<file path="config.mk">
export PLATFORM = sky130hd
export DESIGN_NAME = d16_uart_tx_flat
export DESIGN_NICKNAME = d
export VERILOG_FILES = /design/src/rtl/d16_periph_pkg.sv /design/src/rtl/d16_uart_tx_if.sv /design/src/rtl/d16_fifo.sv /design/src/rtl/d16_uart_tx.sv /design/src/flat_wrapper.sv
export SDC_FILE = /design/constraint.sdc
export NUM_CORES = 1
export LEC_CHECK = 0
export ABC_CLOCK_PERIOD_IN_PS = 2500
export BUFFER_PORTS_ARGS = -buffer_cell sky130_fd_sc_hd__buf_2
export CORE_ASPECT_RATIO = 0.8
export CORE_MARGIN = 2
export CORE_UTILIZATION = 40
export DETAILED_ROUTE_END_ITERATION = 7
export HOLD_SLACK_MARGIN = 0.02
export SYNTH_ARGS = -nofsm -noshare
export SYNTH_HDL_FRONTEND = slang
export SYNTH_HIERARCHICAL = 1
export SYNTH_SLANG_ARGS = --single-unit
</file>
<file path="constraint.sdc">
create_clock -name i_clk -period 2.5 [get_ports i_clk]
set_clock_uncertainty 0.05 [all_clocks]
set_input_delay 0.375 -clock i_clk [delete_from_list [all_inputs] [get_ports i_clk]]
set_output_delay 0.375 -clock i_clk [all_outputs]
set_load 0.005 [all_outputs]
</file>
<file path="src/rtl/d16_periph_pkg.sv">
// d16_periph_pkg: shared register offsets, STATUS bit positions and UART FSM states
//   REG_DATA/REG_STATUS/REG_DIV : word offsets from a peripheral's base address
//   STAT_*                      : bit positions inside the STATUS register
//   tx_state_e                  : transmitter FSM encoding
package d16_periph_pkg;
    localparam logic [1:0] REG_DATA   = 2'd0;
    localparam logic [1:0] REG_STATUS = 2'd1;
    localparam logic [1:0] REG_DIV    = 2'd2;
    localparam int STAT_BUSY  = 0;
    localparam int STAT_FULL  = 1;
    localparam int STAT_EMPTY = 2;
    localparam int STAT_OVF   = 3;
    localparam int STAT_CNT   = 8;
    typedef enum logic [1:0] {ST_IDLE, ST_START, ST_DATA, ST_STOP} tx_state_e;
endpackage

</file>
<file path="src/rtl/d16_uart_tx_if.sv">
// d16_uart_tx_if: d16 CPU data-bus slice seen by a memory-mapped peripheral
//   i_wb_addr/i_wb_cyc/i_wb_we/i_wb_dat : CPU -> peripheral (word address, cycle, write, data)
//   o_wb_dat/o_sel                      : peripheral -> CPU (combinational read data, window hit)
interface d16_uart_tx_if;
    logic [15:0] i_wb_addr;
    logic        i_wb_cyc;
    logic        i_wb_we;
    logic [15:0] i_wb_dat;
    logic [15:0] o_wb_dat;
    logic        o_sel;
    modport master (output i_wb_addr, i_wb_cyc, i_wb_we, i_wb_dat, input o_wb_dat, o_sel);
    modport slave  (input i_wb_addr, i_wb_cyc, i_wb_we, i_wb_dat, output o_wb_dat, o_sel);
endinterface

</file>
<file path="src/rtl/d16_fifo.sv">
// d16_fifo: synchronous FIFO, 2**DEPTH_LOG2 entries of WIDTH bits, first-word fall-through
//   clk_i, rst_ni : clock, asynchronous active-low reset
//   push_i/data_i : write strobe and data (caller never pushes when full unless popping)
//   pop_i/data_o  : read strobe and head entry (caller never pops when empty)
//   full_o/empty_o/count_o : occupancy
module d16_fifo #(
    parameter int WIDTH      = 8,
    parameter int DEPTH_LOG2 = 3
) (
    input  logic                  clk_i,
    input  logic                  rst_ni,
    input  logic                  push_i,
    input  logic                  pop_i,
    input  logic [WIDTH-1:0]      data_i,
    output logic [WIDTH-1:0]      data_o,
    output logic                  full_o,
    output logic                  empty_o,
    output logic [DEPTH_LOG2:0]   count_o
);
    logic [WIDTH-1:0]      mem_q [2**DEPTH_LOG2];
    logic [DEPTH_LOG2-1:0] wr_q, rd_q;
    logic [DEPTH_LOG2:0]   cnt_q;
    always_ff @(posedge clk_i or negedge rst_ni) begin
        if (!rst_ni) begin
            wr_q  <= '0;
            rd_q  <= '0;
            cnt_q <= '0;
        end else begin
            if (push_i) wr_q <= wr_q + 1'b1;
            if (pop_i) rd_q <= rd_q + 1'b1;
            cnt_q <= (push_i && !pop_i) ? cnt_q + 1'b1 : (!push_i && pop_i) ? cnt_q - 1'b1 : cnt_q;
        end
    end
    always_ff @(posedge clk_i) begin
        if (push_i) mem_q[wr_q] <= data_i;
    end
    assign data_o  = mem_q[rd_q];
    assign full_o  = cnt_q[DEPTH_LOG2];
    assign empty_o = cnt_q == '0;
    assign count_o = cnt_q;
endmodule

</file>
<file path="src/rtl/d16_uart_tx.sv">
// d16_uart_tx: memory-mapped 8N1 UART transmitter on the d16 CPU bus
//   i_clk, i_reset_n : clock, asynchronous active-low reset
//   bus              : d16_uart_tx_if slave (DATA +0 write, STATUS +1, DIV +2)
//   o_tx             : serial output, idle high
// Build option D16_UART_TX_FIFO_EN: 2**FIFO_DEPTH_LOG2-entry FIFO; otherwise a
// single-entry holding register.
module d16_uart_tx #(
    parameter logic [15:0] BASE_ADDR       = 16'h7010,
    parameter int          FIFO_DEPTH_LOG2 = 3,
    parameter logic [15:0] DEFAULT_DIV     = 16'd433
) (
    input  logic         i_clk,
    input  logic         i_reset_n,
    d16_uart_tx_if.slave bus,
    output logic         o_tx
);
    import d16_periph_pkg::*;
    tx_state_e   state_q;
    logic [7:0]  shift_q;
    logic [2:0]  idx_q;
    logic [15:0] cnt_q, div_q, off, status;
    logic        tx_q, ovf_q, wr, push, push_ok, pop, full, empty, bit_end;
    logic [7:0]  head, count8;
    // Unsigned wrap makes addresses below BASE_ADDR fall outside the window too.
    assign off      = bus.i_wb_addr - BASE_ADDR;
    assign bus.o_sel = off < 16'd3;
    assign wr       = bus.i_wb_cyc && bus.i_wb_we && bus.o_sel;
    assign push     = wr && off[1:0] == REG_DATA;
    assign bit_end  = cnt_q == '0;
    assign pop      = !empty && (state_q == ST_IDLE || (state_q == ST_STOP && bit_end));
    // A pop on the same edge frees the slot, so a full buffer still accepts.
    assign push_ok  = push && (!full || pop);
`ifdef D16_UART_TX_FIFO_EN
    logic [FIFO_DEPTH_LOG2:0] fifo_cnt;
    d16_fifo #(.WIDTH(8), .DEPTH_LOG2(FIFO_DEPTH_LOG2)) u_fifo (
        .clk_i   (i_clk),
        .rst_ni  (i_reset_n),
        .push_i  (push_ok),
        .pop_i   (pop),
        .data_i  (bus.i_wb_dat[7:0]),
        .data_o  (head),
        .full_o  (full),
        .empty_o (empty),
        .count_o (fifo_cnt)
    );
    assign count8 = 8'(fifo_cnt);
`else
    logic       hold_full_q;
    logic [7:0] hold_q;
    always_ff @(posedge i_clk or negedge i_reset_n) begin
        if (!i_reset_n) begin
            hold_full_q <= 1'b0;
            hold_q      <= '0;
        end else begin
            if (push_ok) hold_q <= bus.i_wb_dat[7:0];
            hold_full_q <= push_ok || (hold_full_q && !pop);
        end
    end
    assign full   = hold_full_q;
    assign empty  = !hold_full_q;
    assign head   = hold_q;
    assign count8 = {7'd0, hold_full_q};
`endif
    always_ff @(posedge i_clk or negedge i_reset_n) begin
        if (!i_reset_n) begin
            ovf_q <= 1'b0;
            div_q <= DEFAULT_DIV;
        end else begin
            if (wr && off[1:0] == REG_STATUS) ovf_q <= 1'b0;
            else if (push && full && !pop) ovf_q <= 1'b1;
            if (wr && off[1:0] == REG_DIV) div_q <= bus.i_wb_dat;
        end
    end
    // Every bit start reloads the baud counter from div_q, so DIV writes land on the next bit.
    always_ff @(posedge i_clk or negedge i_reset_n) begin
        if (!i_reset_n) begin
            state_q <= ST_IDLE;
            shift_q <= '0;
            idx_q   <= '0;
            cnt_q   <= '0;
            tx_q    <= 1'b1;
        end else begin
            case (state_q)
                ST_IDLE: if (pop) begin
                    shift_q <= head;
                    cnt_q   <= div_q;
                    tx_q    <= 1'b0;
                    state_q <= ST_START;
                end
                ST_START: if (bit_end) begin
                    idx_q   <= '0;
                    cnt_q   <= div_q;
                    tx_q    <= shift_q[0];
                    state_q <= ST_DATA;
                end else cnt_q <= cnt_q - 1'b1;
                ST_DATA: if (bit_end) begin
                    shift_q <= shift_q >> 1;
                    idx_q   <= idx_q + 1'b1;
                    cnt_q   <= div_q;
                    tx_q    <= (idx_q == 3'd7) ? 1'b1 : shift_q[1];
                    state_q <= (idx_q == 3'd7) ? ST_STOP : ST_DATA;
                end else cnt_q <= cnt_q - 1'b1;
                ST_STOP: if (bit_end) begin
                    shift_q <= head;
                    cnt_q   <= div_q;
                    tx_q    <= !pop;
                    state_q <= pop ? ST_START : ST_IDLE;
                end else cnt_q <= cnt_q - 1'b1;
                default: state_q <= ST_IDLE;
            endcase
        end
    end
    always_comb begin
        status = '0;
        status[STAT_BUSY]     = state_q != ST_IDLE;
        status[STAT_FULL]     = full;
        status[STAT_EMPTY]    = empty;
        status[STAT_OVF]      = ovf_q;
        status[STAT_CNT +: 8] = count8;
    end
    assign bus.o_wb_dat = !bus.o_sel ? 16'h0000 : off[1:0] == REG_STATUS ? status : off[1:0] == REG_DIV ? div_q : 16'h0000;
    assign o_tx = tx_q;
endmodule

</file>
<file path="src/flat_wrapper.sv">
// flat-port wrapper written by rule: the top's interface ports become plain ports
module d16_uart_tx_flat import d16_periph_pkg::*;
#(
    parameter logic [15:0] BASE_ADDR       = 16'h7010,
    parameter int          FIFO_DEPTH_LOG2 = 3,
    parameter logic [15:0] DEFAULT_DIV     = 16'd433
)
  (i_clk, i_reset_n, o_tx, bus_i_wb_addr, bus_i_wb_cyc, bus_i_wb_we, bus_i_wb_dat, bus_o_wb_dat, bus_o_sel);
  d16_uart_tx_if bus_i ();
  input  logic i_clk;
  input  logic i_reset_n;
  output logic o_tx;
  input wire logic [$bits(bus_i.i_wb_addr)-1:0] bus_i_wb_addr;
  input wire logic [$bits(bus_i.i_wb_cyc)-1:0] bus_i_wb_cyc;
  input wire logic [$bits(bus_i.i_wb_we)-1:0] bus_i_wb_we;
  input wire logic [$bits(bus_i.i_wb_dat)-1:0] bus_i_wb_dat;
  output wire logic [$bits(bus_i.o_wb_dat)-1:0] bus_o_wb_dat;
  output wire logic [$bits(bus_i.o_sel)-1:0] bus_o_sel;
  assign bus_i.i_wb_addr = bus_i_wb_addr;
  assign bus_i.i_wb_cyc = bus_i_wb_cyc;
  assign bus_i.i_wb_we = bus_i_wb_we;
  assign bus_i.i_wb_dat = bus_i_wb_dat;
  assign bus_o_wb_dat = bus_i.o_wb_dat;
  assign bus_o_sel = bus_i.o_sel;
  d16_uart_tx #(.BASE_ADDR(BASE_ADDR), .FIFO_DEPTH_LOG2(FIFO_DEPTH_LOG2), .DEFAULT_DIV(DEFAULT_DIV)) u_core (.i_clk(i_clk), .i_reset_n(i_reset_n), .bus(bus_i), .o_tx(o_tx));
endmodule
</file>
==> reports/metrics.json <==
{
  "cts_tree": "done",
  "dominant_combinational_cell_family_by_area_after_synthesis": "simple AND/OR/NAND/NOR gates",
  "post_synth_and_or_nand_nor_area_fraction_pct": 18.1,
  "end_kind": "register",
  "die_h_um": 83.1,
  "synthesis.yosys.warnings": 6,
  "gr-total-overflow": 0,
  "initial_core_util_pct": 41.8,
  "critical_path_start_end_classification": "reg -> reg",
  "routed-via-count": 2557,
  "crit_fanout": 8,
  "synth_mux_area_share_pct": 16.7,
  "min_period_ns": 2.39,
  "timing.fmax_mhz": 418,
  "detail_route.wl_per_cell_um": 17.1,
  "setup-violations-final": 0,
  "required_worst_endpoint_ns": 2.66,
  "final_max_slew_viol_count": 0,
  "syn-num-nets": 333,
  "floorplan.die.width_um": 103,
  "postRouteWirelength_um": 7970,
  "synth_top_area_cell": "sky130_fd_sc_hd__dfrtp_1",
  "coreArea_um2": 7500,
  "first_pass_iters": 4,
  "hold_path_class": "in -> async",
  "worst-slew-pin-transition_ns": 0.715,
  "design.final.nets": 405,
  "grt_pass1_wl_um": 13100,
  "max-vdd-ir-drop_uv": 308,
  "worstSetupStartpointType": "register",
  "ys_top_cells_by_count": "sky130_fd_sc_hd__dfrtp_1, sky130_fd_sc_hd__mux2_2, sky130_fd_sc_hd__nand2_1",
  "ant_nets": 0,
  "yosys.area_share.xor_xnor_pct": 0.839,
  "detail_route.vias_per_cell": 5.48,
  "crit_arrival_ns": 2.55,
  "pre_cts_ws_ns": -0.104,
  "share_of_post_route_cells_with_drive_strength_above_1_pct": 40.3,
  "drc": 0,
  "grt_start_max_net_pins": 57,
  "diodes": 0,
  "share_of_the_synthesized_area_in_compound_gates_ao_oa_aoi_oai_pct": 13.1,
  "yosysTopAreaCellShare_pct": 40.0,
  "io_buffers": 53,
  "holdWs_ns": 0.146,
  "dp.final_hpwl_um": 5920,
  "netlist_instances": 289,
  "lkg_pwr_nw": 1.84,
  "synthDistinctLibCells": 56,
  "ys_top_cells_by_area": "sky130_fd_sc_hd__dfrtp_1, sky130_fd_sc_hd__mux2_2, sky130_fd_sc_hd__dfstp_2",
  "clock_latency_ns": 0.31,
  "finalCritPeriodShare_pct": 95.7,
  "hold_viol": 0,
  "finalWeightedCongestion": 0.908,
  "ys_seq_elements": 56,
  "syn_to_layout_area_delta_pct": 20.1,
  "cts.repair_timing.setup_buffer_count": 0,
  "rr_startpoint": "u_core/cnt_q[0]",
  "synth_enable_flop_cells": 0,
  "result_of_the_run": "complete, no violations",
  "final_cells": 467,
  "cap_viol_max_count": 0,
  "postSynthAreaPerCell_um2": 10.8,
  "io_pins": 54,
  "grt_use_total_pct": 19.4,
  "setup_total_negative_slack_ns": 0,
  "timing.critical_path.from": "u_core/cnt_q[0]",
  "antenna_violations_before_repair": 0,
  "setup.reg_to_reg.worst_slack_ns": 0.11,
  "powerDensity_nw_per_um2": 812,
  "ys_dominant_reg_cell": "sky130_fd_sc_hd__dfrtp_1",
  "number_of_buffers_added_by_the_clock_tree_synthesis_step": 5,
  "rows": 28,
  "synth_seq_area_share_pct": 45.0,
  "clkSinkCount": 56,
  "placed_cells_incl_taps": 459,
  "dieArea_um2": 8560,
  "first_global_vias": 2607,
  "rsz_0062_raised_after_global_routing": "no",
  "timing.final.ws_setup_ns": 0.107,
  "post_synth_fa_ha_maj_area_fraction_pct": 3.20,
  "drt_iter0_drc": 135,
  "yosys.cell_count.top_type": "sky130_fd_sc_hd__dfrtp_1",
  "final.fill_count": 722,
  "root_buffer": "sky130_fd_sc_hd__clkbuf_8",
  "clock_tree.buffer_depth": 2,
  "mappedNetlistArea_um2": 3130,
  "h-tree-depth": 2,
  "worst_setup_hold_path_clk_slew_ns": 0.11,
  "share_of_synthesized_flip_flops_with_an_asynchronous_set_or_reset_pct": 100,
  "slew-limit-headroom_pct": 52.4
}
-- cell usage in the layout, fill, tap and decap left out, types with 5 or more instances in the layout --
cell type	netlist	layout
sky130_fd_sc_hd__clkbuf_8	1	5
sky130_fd_sc_hd__dfrtp_1	50	50
sky130_fd_sc_hd__a21oi_1	13	13
sky130_fd_sc_hd__nand2_1	22	22
sky130_fd_sc_hd__nor4_1	5	5
sky130_fd_sc_hd__buf_2	1	53
sky130_fd_sc_hd__nand3_1	9	8
sky130_fd_sc_hd__and3_1	13	13
sky130_fd_sc_hd__mux2_2	33	33
sky130_fd_sc_hd__inv_1	8	7
sky130_fd_sc_hd__dfstp_2	6	6
sky130_fd_sc_hd__nor3_1	9	8
sky130_fd_sc_hd__buf_4	0	25
sky130_fd_sc_hd__mux2_4	8	8
sky130_fd_sc_hd__nor2_1	19	19
sky130_fd_sc_hd__ha_1	8	8
sky130_fd_sc_hd__a221o_1	5	5
sky130_fd_sc_hd__o21ai_0	9	9
-- power by group --
part | switching [mW] | internal (mW) | total, mW | leakage [nW]
Sequential | 0.149 | 1.04 | 1.19 | 0.737
Clock | 0.315 | 0.205 | 0.520 | 0.0487
Combinational | 0.751 | 0.589 | 1.34 | 1.05
-- final cells by class --
| type | instances | area, um^2 | share of cell area [%] |
|---|---|---|---|
| timing repair buffer | 78 | 453 | 12.0 |
| multi-input combinational | 212 | 1640 | 43.7 |
| clock inverter | 3 | 26.3 | 0.699 |
| sequential | 56 | 1410 | 37.5 |
| tap | 105 | 131 | 3.49 |
| inverter | 8 | 30.0 | 0.799 |
| clock buffer | 5 | 68.8 | 1.83 |
-- cells by family (layout without fill, tap and decap cells) --
logic type	Yosys count	in the layout
flops	56	56
buf+inv	21	94
simple gates	102	102
compound gates	55	55
mux	44	44
xor+xnor	3	3
fa+ha+maj	8	8
-- stage by stage --
step	power [mW]	area, um^2	util [%]
finish	3.05	3760	50.2
global route	3.30	3760	50.2
CTS	3.06	3740	49.9
detailed placement	2.52	3650	48.7
global placement	2.49	3650	48.7
floorplan	2.07	3130	-
-- state kept, by name, summed over array words and instances, names as in the netlist --
register	cells
u_core/state_q	2
u_core/full	1
u_core/div_q	16
u_core/cnt_q	16
u_core/ovf_q	1
u_core/idx_q	3
u_core/shift_q	8
u_core/o_tx	1
u_core/head	8
-- final timing paths --
path                       depth (start not counted)                end
max                                                8     u_core/head[7]
min                                                2  u_core/shift_q[7]
max in group asynchronous                          2        u_core/full
max reg2reg                                        8     u_core/head[7]
min reg2reg                                        1    u_core/idx_q[1]
min in group i_clk                                 2   u_core/div_q[15]
-- per-layer routing --
layer | GRT usage (%) | routed length [um]
met5 | 0 | 0
met4 | 2.63 | 53
met3 | 3.54 | 462
met2 | 29.2 | 3470
met1 | 29.8 | 3980
-- worst max-delay path, stage by stage, from the launching register on --
cell and delay (ns):
sky130_fd_sc_hd__dfrtp_1 0.40, sky130_fd_sc_hd__inv_1 0.06, sky130_fd_sc_hd__ha_1 0.16, sky130_fd_sc_hd__nor4b_2 0.22, sky130_fd_sc_hd__and2_1 0.18, sky130_fd_sc_hd__a311oi_1 0.18
sky130_fd_sc_hd__or4b_1 0.52, sky130_fd_sc_hd__buf_4 0.21, sky130_fd_sc_hd__mux2_4 0.31
-- repair_timing --
action | in CTS | in global routing
hold buffers | 0 | 0
setup endpoints to repair | 0 | 9
resized for setup | 0 | 4
(Power assumes the default switching activity.)
